[src/rtl/countdown_scheduler_if.sv]
// Requester-side bundle for the shared countdown scheduler.
// The requesting FSMs drive through master; the scheduler attaches as slave.
interface countdown_scheduler_if #(
  parameter int NUM_REQ = 4,
  parameter int WIDTH   = 4
);
  logic [NUM_REQ-1:0]            req;
  logic [NUM_REQ-1:0][WIDTH-1:0] load_val;
  logic                          pause;
  logic [NUM_REQ-1:0]            grant;
  logic                          busy;
  logic [WIDTH-1:0]              count;
  logic [NUM_REQ-1:0]            done;

  modport master (output req, load_val, pause, input grant, busy, count, done);
  modport slave  (input req, load_val, pause, output grant, busy, count, done);
endinterface

[src/rtl/countdown_scheduler.sv]
// Round-robin owner of a single down counter: grant, load, count with pause,
// and a one-cycle done pulse back to the owning requester.
module countdown_scheduler #(
  parameter int NUM_REQ = 4,
  parameter int WIDTH   = 4
) (
  input  logic                  clk,
  input  logic                  rst,
  countdown_scheduler_if.slave  bus
);
  localparam int PTR_W = $clog2(NUM_REQ);

  typedef enum logic [1:0] {S_IDLE, S_LOAD, S_COUNT, S_DONE} state_e;

  state_e             state_q, state_d;
  logic [NUM_REQ-1:0] grant_q, grant_d;
  logic [NUM_REQ-1:0] done_q, done_d;
  logic               busy_q, busy_d;
  logic [WIDTH-1:0]   count_q, count_d;
  logic [PTR_W-1:0]   rr_ptr_q, rr_ptr_d;
  logic [PTR_W-1:0]   owner_q, owner_d;

  logic               pick_vld;
  logic [PTR_W-1:0]   pick_idx;
  logic [PTR_W-1:0]   owner_nxt;

  // Scan downward so the lowest offset from rr_ptr wins without a break.
  always_comb begin
    pick_vld = 1'b0;
    pick_idx = '0;
    for (int k = NUM_REQ - 1; k >= 0; k--) begin
      if (bus.req[(int'(rr_ptr_q) + k) % NUM_REQ]) begin
        pick_vld = 1'b1;
        pick_idx = PTR_W'((int'(rr_ptr_q) + k) % NUM_REQ);
      end
    end
  end

  assign owner_nxt = (owner_q == PTR_W'(NUM_REQ - 1)) ? '0 : owner_q + 1'b1;

  always_ff @(posedge clk) begin
    if (rst) begin
      state_q  <= S_IDLE;
      grant_q  <= '0;
      done_q   <= '0;
      busy_q   <= 1'b0;
      count_q  <= '0;
      rr_ptr_q <= '0;
      owner_q  <= '0;
    end else begin
      state_q  <= state_d;
      grant_q  <= grant_d;
      done_q   <= done_d;
      busy_q   <= busy_d;
      count_q  <= count_d;
      rr_ptr_q <= rr_ptr_d;
      owner_q  <= owner_d;
    end
  end

  always_comb begin
    state_d  = state_q;
    grant_d  = grant_q;
    done_d   = '0;
    busy_d   = busy_q;
    count_d  = count_q;
    rr_ptr_d = rr_ptr_q;
    owner_d  = owner_q;
    case (state_q)
      S_IDLE: begin
        if (pick_vld) begin
          state_d = S_LOAD;
          grant_d = NUM_REQ'(1) << pick_idx;
          owner_d = pick_idx;
          count_d = bus.load_val[pick_idx];
          busy_d  = 1'b1;
        end
      end
      S_LOAD, S_COUNT: begin
        // Owner withdrawing its request aborts silently; count is left as-is.
        if (!bus.req[owner_q]) begin
          state_d  = S_IDLE;
          grant_d  = '0;
          busy_d   = 1'b0;
          rr_ptr_d = owner_nxt;
        end else if (state_q == S_LOAD) begin
          if (count_q == '0) begin
            state_d = S_DONE;
            done_d  = grant_q;
          end else begin
            state_d = S_COUNT;
          end
        end else if (!bus.pause) begin
          if (count_q <= WIDTH'(1)) begin
            state_d = S_DONE;
            done_d  = grant_q;
            count_d = '0;
          end else begin
            count_d = count_q - 1'b1;
          end
        end
      end
      S_DONE: begin
        state_d  = S_IDLE;
        grant_d  = '0;
        busy_d   = 1'b0;
        count_d  = '0;
        rr_ptr_d = owner_nxt;
      end
      default: state_d = S_IDLE;
    endcase
  end

  always_comb begin
    bus.grant = grant_q;
    bus.done  = done_q;
    bus.busy  = busy_q;
    bus.count = count_q;
  end
endmodule

[src/flat_wrapper.sv]
// flat-port wrapper written by rule: the top's interface ports become plain ports
module countdown_scheduler_flat 
#(
  parameter int NUM_REQ = 4,
  parameter int WIDTH   = 4
)
  (clk, rst, bus_req, bus_load_val, bus_pause, bus_grant, bus_busy, bus_count, bus_done);
  countdown_scheduler_if #(.NUM_REQ(NUM_REQ), .WIDTH(WIDTH)) bus_i ();
  input  logic clk;
  input  logic rst;
  input wire logic [$bits(bus_i.req)-1:0] bus_req;
  input wire logic [$bits(bus_i.load_val)-1:0] bus_load_val;
  input wire logic [$bits(bus_i.pause)-1:0] bus_pause;
  output wire logic [$bits(bus_i.grant)-1:0] bus_grant;
  output wire logic [$bits(bus_i.busy)-1:0] bus_busy;
  output wire logic [$bits(bus_i.count)-1:0] bus_count;
  output wire logic [$bits(bus_i.done)-1:0] bus_done;
  assign bus_i.req = bus_req;
  assign bus_i.load_val = bus_load_val;
  assign bus_i.pause = bus_pause;
  assign bus_grant = bus_i.grant;
  assign bus_busy = bus_i.busy;
  assign bus_count = bus_i.count;
  assign bus_done = bus_i.done;
  countdown_scheduler #(.NUM_REQ(NUM_REQ), .WIDTH(WIDTH)) u_core (.clk(clk), .rst(rst), .bus(bus_i));
endmodule
[config.mk]
export PLATFORM = sky130hd
export DESIGN_NAME = countdown_scheduler_flat
export DESIGN_NICKNAME = d
export VERILOG_FILES = /design/src/rtl/countdown_scheduler_if.sv /design/src/rtl/countdown_scheduler.sv /design/src/flat_wrapper.sv
export SDC_FILE = /design/constraint.sdc
export NUM_CORES = 1
export LEC_CHECK = 0
export ABC_CLOCK_PERIOD_IN_PS = 2100
export CAP_MARGIN = 20
export CORE_ASPECT_RATIO = 1.75
export CORE_MARGIN = 4
export CORE_UTILIZATION = 47
export CTS_CLUSTER_DIAMETER = 50
export DETAILED_ROUTE_END_ITERATION = 8
export GPL_TIMING_DRIVEN = 0
export PLACE_DENSITY = 0.89
export SKIP_LAST_GASP = 1
export SYNTH_ARGS = -nofsm -noshare
export SYNTH_HDL_FRONTEND = slang
export SYNTH_SLANG_ARGS = --single-unit
[constraint.sdc]
create_clock -name clk -period 2.1 [get_ports clk]
set_clock_uncertainty 0.1 [all_clocks]
set_input_delay 0.42 -clock clk [delete_from_list [all_inputs] [get_ports clk]]
set_output_delay 0.42 -clock clk [all_outputs]
set_load 0.02 [all_outputs]
==> results_dict.tcl, run 1 <==
set metrics [dict create \
    status "finished, final reports clean" \
    power_frac_clock_pct 16.1 \
    setup_viol 0 \
    max_cap_viol_count 0 \
    grt_max_degree 11 \
    clk_pin_slew_ns 0.07 \
    worstPathRequired_ns 2.13 \
    yosys.area.top_type_share_pct 30.10 \
    cts_tree "built" \
    drt-pass1-iter-count 4 \
    antenna_found_initial 0 \
    fp.dieArea_um2 3615 \
    final_cells 214 \
    async_flop_share_pct 0 \
    hp-class "register to register" \
    die_width_um 47.20 \
    clkLatencyLatePin_ns 0.25 \
    die_h_um 76.60 \
    synth_cell_types 44 \
    nets 219 \
    netlist_instances 148 \
    syn2layout_area_growth_pct 37.13 \
    numPortBuffers 35 \
    critPathTopFamily "compound AO/OA/AOI/OAI gates" \
    avgRoutedWirePerCell_um 16.85 \
    cts_hold_buf 0 \
    synth_edf_count 0 \
    grt-ovfl-total 0 \
    fillers 206 \
    drt-met1-wl_mm 1.206 \
    syn_area_um2 1264 \
    intPower_mw 0.9110 \
    max_stage_delay_ns 0.37 \
    clockBufferDepth 2 \
    finalWirelength_mm 3.606 \
    ys.flop_type "dfxtp_1" \
    regArea_um2 380.4 \
    ant_nets 0 \
    clock.fmax_mhz 497.1 \
    finalHoldWorstSlack_ns 0.3554 \
    worstSetupPathType "register to register" \
    start_kind "register" \
    rows 24 \
    multi_input_area_um2 859.6 \
    routed-wl-met3_um 192 \
    end_kind "register" \
    initial_core_util_pct 50.10 \
    drt_iter0_drc 61 \
    ys_ff_latch 19 \
    grt_pass1_wl_mm 5.747 \
    gp_congestion 0.8813 \
    p_sw_mw 0.6585 \
    cts_made_buffers 3 \
    vias 1326 \
    syn_avg_cell_area_um2 8.539 \
    cts_root_buffer "clkbuf_8" \
    synthTopCellsByArea "dfxtp_1 30%, ha_1 6.9%, mux2i_1 5.5%, nor2_1 5.3%, inv_1 3.9%" \
    htreeDepth 1 \
    layout_commonest_cell "clkdlybuf4s50_1" \
    final_area_um2 1733 \
    viasPerCell 6.196 \
    slew_headroom_pct 69.79 \
    cts.sinks 19 \
    dp_hpwl_mm 2.772 \
    finalPower_mw 1.570 \
    worst_slack_ns 0.08817 \
    slew_viol_final 0 \
    place_ws_ns -0.3281 \
    path_buf_inv 1 \
    syn-num-nets 178 \
    worstPathCellList "inv_1 -> ha_2 -> and2b_1 -> a221o_1 -> a221oi_2 -> o221ai_2" \
    power_density_nw_per_um2 905.7 \
    layout-drive-gt1-share_pct 11.17 \
    dp.cells 209 \
    yosys_warnings 0 \
    p_leak_nw 0.7045 \
    yosys.area.top_type "dfxtp_1" \
    rsz0062_at_grt "true" \
    hold_viol 0 \
    cp_slowest_cell "dfxtp_1" \
    dr_wl_met2_mm 2.104 \
    topRoutingLayerUsed "met4" \
    tightest_slew_ns 0.4531 \
    grtUsageTotal_pct 21.20 \
    remaining_drc_errors 0 \
    fin_crit_sh_pct 95.80 \
    final_cell_mix "30 x clkdlybuf4s50_1, 19 x dfxtp_1, 18 x nor2_1, 13 x inv_1, 12 x nand2_1" \
    path_max_fanout 7 \
    seqPwrFrac_pct 32.2 \
    grt_pass1_vias 1319 \
    combPwrFrac_pct 51.7 \
    coreArea_um2 2522 \
    fin_crit_ns 2.012 \
    switching_share_pct 41.96 \
    place_area_um2 1647 \
    crit_arrival_ns 2.04 \
    antenna_cells 0 \
    io_pins 36 \
    synth.yosys.seq_area_share_pct 30.10 \
    vdd_drop_max_mv 0.7144 \
]
## cells in the mapped netlist (4+ instances only)
library cell	instances
o211ai_1	6
a32oi_1	4
nor3_1	4
inv_1	13
nand2_1	12
ha_1	7
nor2_1	18
mux2i_1	7
dfxtp_1	19
a21oi_1	9
## kinds of logic (layout without fill, tap and decap cells)
family	count (synthesis)	in the layout	synth area share, %
AO/OA/AOI/OAI	41	41	26.24
multiplexers	10	10	9.406
flip-flops	19	19	30.10
adder cells (fa/ha/maj)	7	7	6.930
buffers and inverters	14	54	4.158
AND/OR/NAND/NOR	57	57	23.17
## sequential cells by signal, indices dropped and copies added (netlist names)
register          cells
u_core.bus.busy       1
u_core.bus.count      4
u_core.bus.done       4
u_core.bus.grant      4
u_core.owner_q        2
u_core.rr_ptr_q       2
u_core.state_q        2
## path summary, 6_finish.rpt
check                                           end  cells past startpoint  slack, ns           startpoint
worst max-delay path            u_core.bus.count[2]                      6       0.09    u_core.state_q[0]
worst min-delay path             u_core.bus.done[1]                      2       0.36  u_core.bus.grant[1]
worst max register to register  u_core.bus.count[2]                      6       0.09    u_core.state_q[0]
worst min register to register   u_core.bus.done[1]                      2       0.36  u_core.bus.grant[1]
## layout make-up
class,count,share of cell area [%]
Clock buffer,4,2.599
Inverter,13,2.816
Multi-Input combinational cell,115,49.60
Sequential cell,19,21.95
Buffer,1,0.2166
Tap cell,26,1.877
Timing Repair Buffer,36,20.94
## metal layers
layer | vias to the layer above | global-route usage, %
li1 | 626 | -
met1 | 633 | 20.55
met2 | 55 | 39.24
met3 | 12 | 4.019
met4 | 0 | 9.141
met5 | - | 0
## timing repair
action                                 CTS  global route
resized for setup                        5             6
pin swaps                                0             3
buffers inserted                         0             1
endpoints found under the hold margin    0             0
setup endpoints to repair                8            13
## stage by stage
stage / TNS [ns] / util [%]
after floorplan: 0 / -
after global placement: -3.017 / 65.28
after detailed placement: -3.838 / 65.28
after CTS: 0 / 67.46
after global routing: -0.002964 / 68.70
final: 0 / 68.70
## power by group through the flow
stage               Sequential (mW)  Combinational [mW]  Clock [mW]
floorplan                     0.540               0.474           0
global placement              0.503               0.719           0
global route                  0.513               0.882       0.269
CTS                           0.501               0.785       0.255
detailed placement            0.509               0.766           0
finish                        0.505               0.811       0.253
## worst register-to-register path: cells and delay by family, from the launching register on
kind | cells | cell delay (ns)
flops | 1 | 0.37
fa+ha+maj | 1 | 0.35
compound gates | 3 | 0.81
buf+inv | 1 | 0.09
simple gates | 1 | 0.18
Power figures use the tool's default switching activity.
==> inputs of run 2 (changes only) <==
- CORE_ASPECT_RATIO: 1.75 -> 1.4
- HOLD_SLACK_MARGIN: not set -> 0.15
==> results_dict.tcl, run 2 (synthesis gave the netlist of run 1 again) <==
set metrics [dict create \
    die_width_um 51.83 \
    layout-drive-gt1-share_pct 11.17 \
    ff2ff_setup_slack_ns 0.18 \
    final_area_um2 1718 \
    status "finished, final reports clean" \
    hp-class "register to register" \
    avgRoutedWirePerCell_um 14.56 \
    die_h_um 69.35 \
    htreeDepth 1 \
    r2r_end "u_core.bus.count[2]" \
    dp_hpwl_mm 2.606 \
    fillers 224 \
    rsz0062_at_grt "false" \
    hold_viol 0 \
    ff2ff_path_depth 6 \
    start_kind "register" \
    slew_headroom_pct 70.28 \
    clkLatencyLatePin_ns 0.30 \
    power_density_nw_per_um2 861.4 \
    worst_slack_ns 0.09233 \
    clock.fmax_mhz 498.1 \
    coreArea_um2 2587 \
    place_ws_ns -0.3122 \
    place_area_um2 1659 \
    cts.sinks 19 \
    worstSetupPathType "register to primary output" \
    cts_root_buffer "clkbuf_4" \
    final_cell_mix "30 x clkdlybuf4s50_1, 18 x nor2_1, 18 x dfxtp_1, 13 x inv_1, 12 x nand2_1" \
    vias 1292 \
    fin_crit_sh_pct 95.60 \
    worstPathRequired_ns 1.58 \
    r2r-start "u_core.state_q[0]" \
    viasPerCell 5.768 \
    slew_viol_final 0 \
    grt_pass1_wl_mm 5.630 \
    fin_crit_ns 2.008 \
    ant_nets 0 \
    postLayoutCoreUtil_pct 66.39 \
    drt_iter0_drc 78 \
    layout_commonest_cell "clkdlybuf4s50_1" \
    drt-pass1-iter-count 4 \
    worstPathCellList "clkdlybuf4s50_1" \
    grt_pass1_vias 1322 \
    p_leak_nw 0.7077 \
    clockBufferDepth 2 \
    grt-ovfl-total 0 \
    clk_pin_slew_ns 0.11 \
    vdd_drop_max_mv 0.4735 \
    rows 22 \
    gp_congestion 0.8860 \
    nets 219 \
    grt_max_degree 11 \
    remaining_drc_errors 0 \
    end_kind "primary output" \
    fp.dieArea_um2 3594 \
    finalWirelength_mm 3.262 \
    setup.worst_path.start "u_core.bus.count[2]" \
    tightest_slew_ns 0.4459 \
    path_buf_inv 1 \
    initial_core_util_pct 48.84 \
    path_max_fanout 9 \
    finalPower_mw 1.480 \
    cp-endpoint "bus_count[2]" \
    cts_tree "built" \
    max_cap_viol_count 0 \
    grtUsageTotal_pct 19.65 \
    max_stage_delay_ns 0.67 \
    setup_viol 0 \
    syn2layout_area_growth_pct 35.94 \
    cp_slowest_cell "clkdlybuf4s50_1" \
    antenna_cells 0 \
    io_pins 36 \
    antenna_found_initial 0 \
    numPortBuffers 35 \
    crit_arrival_ns 1.49 \
    critPathTopFamily "buffers and inverters" \
    cts_made_buffers 3 \
    worst-path-stages 1 \
]
==> run 2: through the flow <==
step,TNS [ns],hold WS (ns),instances
3_3_place_gp,-3.026,0.3443,219
4_1_cts,0,0.3596,223
6_report,0,0.3525,224
3_5_place_dp,-3.702,0.3480,219
5_1_grt,0,0.3712,224
2_1_floorplan,0,0.3530,148
==> run 2: what timing repair did <==
action / CTS / global route
gates resized for setup: 1 / 9
buffers inserted: 0 / 1
pin swaps: 0 / 3
cloned: 0 / 0
endpoints found under the setup margin: 1 / 6
hold buffers: 0 / 0
==> run 2: layout make-up <==
cell class | instances | area (um2) | share of cell area (%)
sequential | 19 | 381.6 | 22.21
timing repair buffer | 36 | 370.4 | 21.56
buffer | 1 | 3.754 | 0.2185
tap | 36 | 45.04 | 2.622
inverter | 13 | 48.80 | 2.840
multi-input combinational | 115 | 842.1 | 49.02
clock buffer | 4 | 26.28 | 1.529
==> run 2: worst min-delay path by stage <==
stage	slack [ns]	cells after the start	endpoint	start
floorplan	0.35	2	u_core.state_q[1]	u_core.state_q[1]
global placement	0.34	2	u_core.bus.done[0]	u_core.bus.grant[0]
detailed placement	0.35	2	u_core.bus.done[0]	u_core.bus.grant[0]
CTS	0.36	2	u_core.bus.done[1]	u_core.bus.grant[1]
global route	0.37	2	u_core.bus.done[1]	u_core.bus.grant[1]
finish	0.35	2	u_core.bus.done[2]	u_core.bus.grant[2]
==> run 2: power breakdown <==
part           leakage, nW  internal, mW  switching [mW]  total, mW
registers            0.155         0.426          0.0794      0.505
logic                0.537         0.350           0.435      0.785
clock network       0.0150        0.0741           0.116      0.190
==> run 2: routing by layer <==
metal | global-route usage (%) | wire (um)
met1 | 22.19 | 1284
met2 | 34.55 | 1707
met3 | 3.226 | 193
met4 | 8.746 | 76
met5 | 0 | 0
==> inputs of run 3 (changes only) <==
- HOLD_SLACK_MARGIN: 0.15 -> 0.02
==> results of run 3 <==
Same layout as run 2: the final DEF is identical, and so are final timing and power.
==> edit, RTL diff (config.mk and constraints of run 2) <==
Encoding of `state_e`: now one-hot (4 bits for 4 states).
--- a/src/rtl/countdown_scheduler.sv
+++ b/src/rtl/countdown_scheduler.sv
@@ -12,3 +12,3 @@
 
-  typedef enum logic [1:0] {S_IDLE, S_LOAD, S_COUNT, S_DONE} state_e;
+  typedef enum logic [3:0] {S_IDLE = 4'b0001, S_LOAD = 4'b0010, S_COUNT = 4'b0100, S_DONE = 4'b1000} state_e;
 
Function: same outputs for any inputs over 4 cycles, from zero or initial values and one cycle with rst high; so few cycles prove little.
==> edit against run 2 <==
Power up 11%. Worst setup slack got worse by 4.5 ps. Via count down 10%. Area after synthesis shrank 9.3%. Cell area decreased by 7.0%. Die area shrank 8.1%. Routed wire length fell by 3.6%. Critical path type is now flip-flop to flip-flop. Sequential cell count grew 2. Largest cell class unchanged. Worst hold slack better by 24 ps.
==> edit: results (changes against run 2) <==
* Global-route wire length before repair at 5175 um (was 5630 um)
* HPWL after DPL at 2313 um (was 2606 um)
* Max incr delay on CP at 520 ps (was 670 ps)
* PD cells at 1027 nW/um^2 (was 861.4 nW/um^2)
* Resize count post-CTS at 5 (was 1)
* PortBufs at 34 (was 35)
* Root buffer cell: clkbuf_4 (unchanged)
* DR vias/cell at 5.949 (was 5.768)
* Pint at 949.5 uW (was 849.8 uW)
* Max FO, Critical Path at 7 (was 9)
* Max_slew headroom at 58.17% (was 70.28%)
* Startpoint of the lowest-slack hold path: u_core.bus.busy$_SDFFE_PP0P_ (was u_core.bus.grant[2]$_SDFFE_PP0P_)
* Iteration-0 DRC Markers at 22 (was 78)
* Max stage delay cell, worst path: mux4_2 (was clkdlybuf4s50_1)
* Outcome: finished, final reports clean (unchanged)
* Lkg Pwr at 0.6499 nW (was 0.7077 nW)
* Area Overhead vs Synth at 39.41% (was 35.94%)
* Dpl cell area at 1514 um^2 (was 1659 um^2)
* Critical Path Sink: u_core.bus.count[0]$_SDFFE_PP0P_ (was bus_count[2])
* Filler cells at 192 (was 224)
* Layout cell share with drive strength beyond 1 at 12.14% (was 11.17%)
* M2 GR Usage at 39.07% (was 34.55%)
* Postcts setup bufs at 4 (was 0)
* Min Hold Slack at 376.6 ps (was 352.5 ps)
* Post-synth cell types at 34 (was 44)
* Syn_nets at 155 (was 178)
* Peak VDD IR at 0.6968 mV (was 0.4735 mV)
* Comb power at 869 uW (was 785 uW)
* Sequential area share after synthesis at 36.68% (was 30.10%)
* Commonest cells post-synth: dfxtp_1 (21), nor2_1 (15), a21oi_1 (14) (was dfxtp_1 (19), nor2_1 (18), inv_1 (13))
* WP data arrival at 2110 ps (was 1490 ps)
* Total placed cells including tap cells at 185 (was 219)
* Start of the worst register-to-register path: u_core.rr_ptr_q[1]$_SDFFE_PP0P_ (was u_core.state_q[0]$_SDFFE_PP0P_)
* Syn avg cell area at 8.884 um^2 (was 8.539 um^2)
* Reg2Reg Setup Slack at 90 ps (was 180 ps)
* Vias in the first global route at 1,191 (was 1,322)
* Final Non-Filler Cells at 195 (was 224)
* Routed WL per cell at 16.13 um (was 14.56 um)
* Total GRT Usage at 20.32% (was 19.65%)
* Largest net degree at the start of global routing at 13 (was 11)
* Hold EP: u_core.bus.busy$_SDFFE_PP0P_ (was u_core.bus.done[2]$_SDFF_PP0_)
* Seq pwr at 572 uW (was 505 uW)
* CP delay by family, top: compound AO/OA/AOI/OAI gates (was buffers and inverters)
* GPL Wtd Cong at 0.8157 (was 0.8860)
* Synth area leaders: dfxtp_1 (37%), mux2i_1 (7.9%), a21oi_1 (6.1%), nor2_1 (4.9%), mux4_2 (3.9%) (was dfxtp_1 (30%), ha_1 (6.9%), mux2i_1 (5.5%), nor2_1 (5.3%), inv_1 (3.9%))
* Crit path launch type: flip-flop (unchanged)
* GR Layer Usage met1 at 20.80% (was 22.19%)
==> edit: final cells by class <==
type,instances,share of cell area (%)
timing repair buffer,39,23.81
clock inverter,1,0.3132
inverter,7,1.644
buffer,4,1.253
multi-input combinational,98,43.54
clock buffer,3,1.410
tap,22,1.723
sequential,21,26.31
==> edit: through the flow <==
step                      setup WS, ps  TNS, ps
after detailed placement        -423.6    -4864
after floorplan                  239.2        0
after global routing             19.23        0
after CTS                        31.82        0
after global placement          -343.0    -3971
final                            87.82        0
==> edit: cells by family after synthesis <==
logic type                 Yosys count  share of synthesized area [%]
and+or+nand+nor                     43                          20.41
AOI/OAI and AO/OA                   37                          21.62
DFF                                 21                          36.68
buffers and inverters               11                          3.930
muxes                               11                          11.79
xor gates and xnor gates             3                          2.293
adders and majority gates            3                          3.275
==> edit: per-layer routing <==
| layer | wire, um | vias to the layer above |
|---|---|---|
| li1 | - | 560 |
| met1 | 1151 | 551 |
| met2 | 1771 | 40 |
| met3 | 139 | 9 |
| met4 | 82 | 0 |
| met5 | 0 | - |
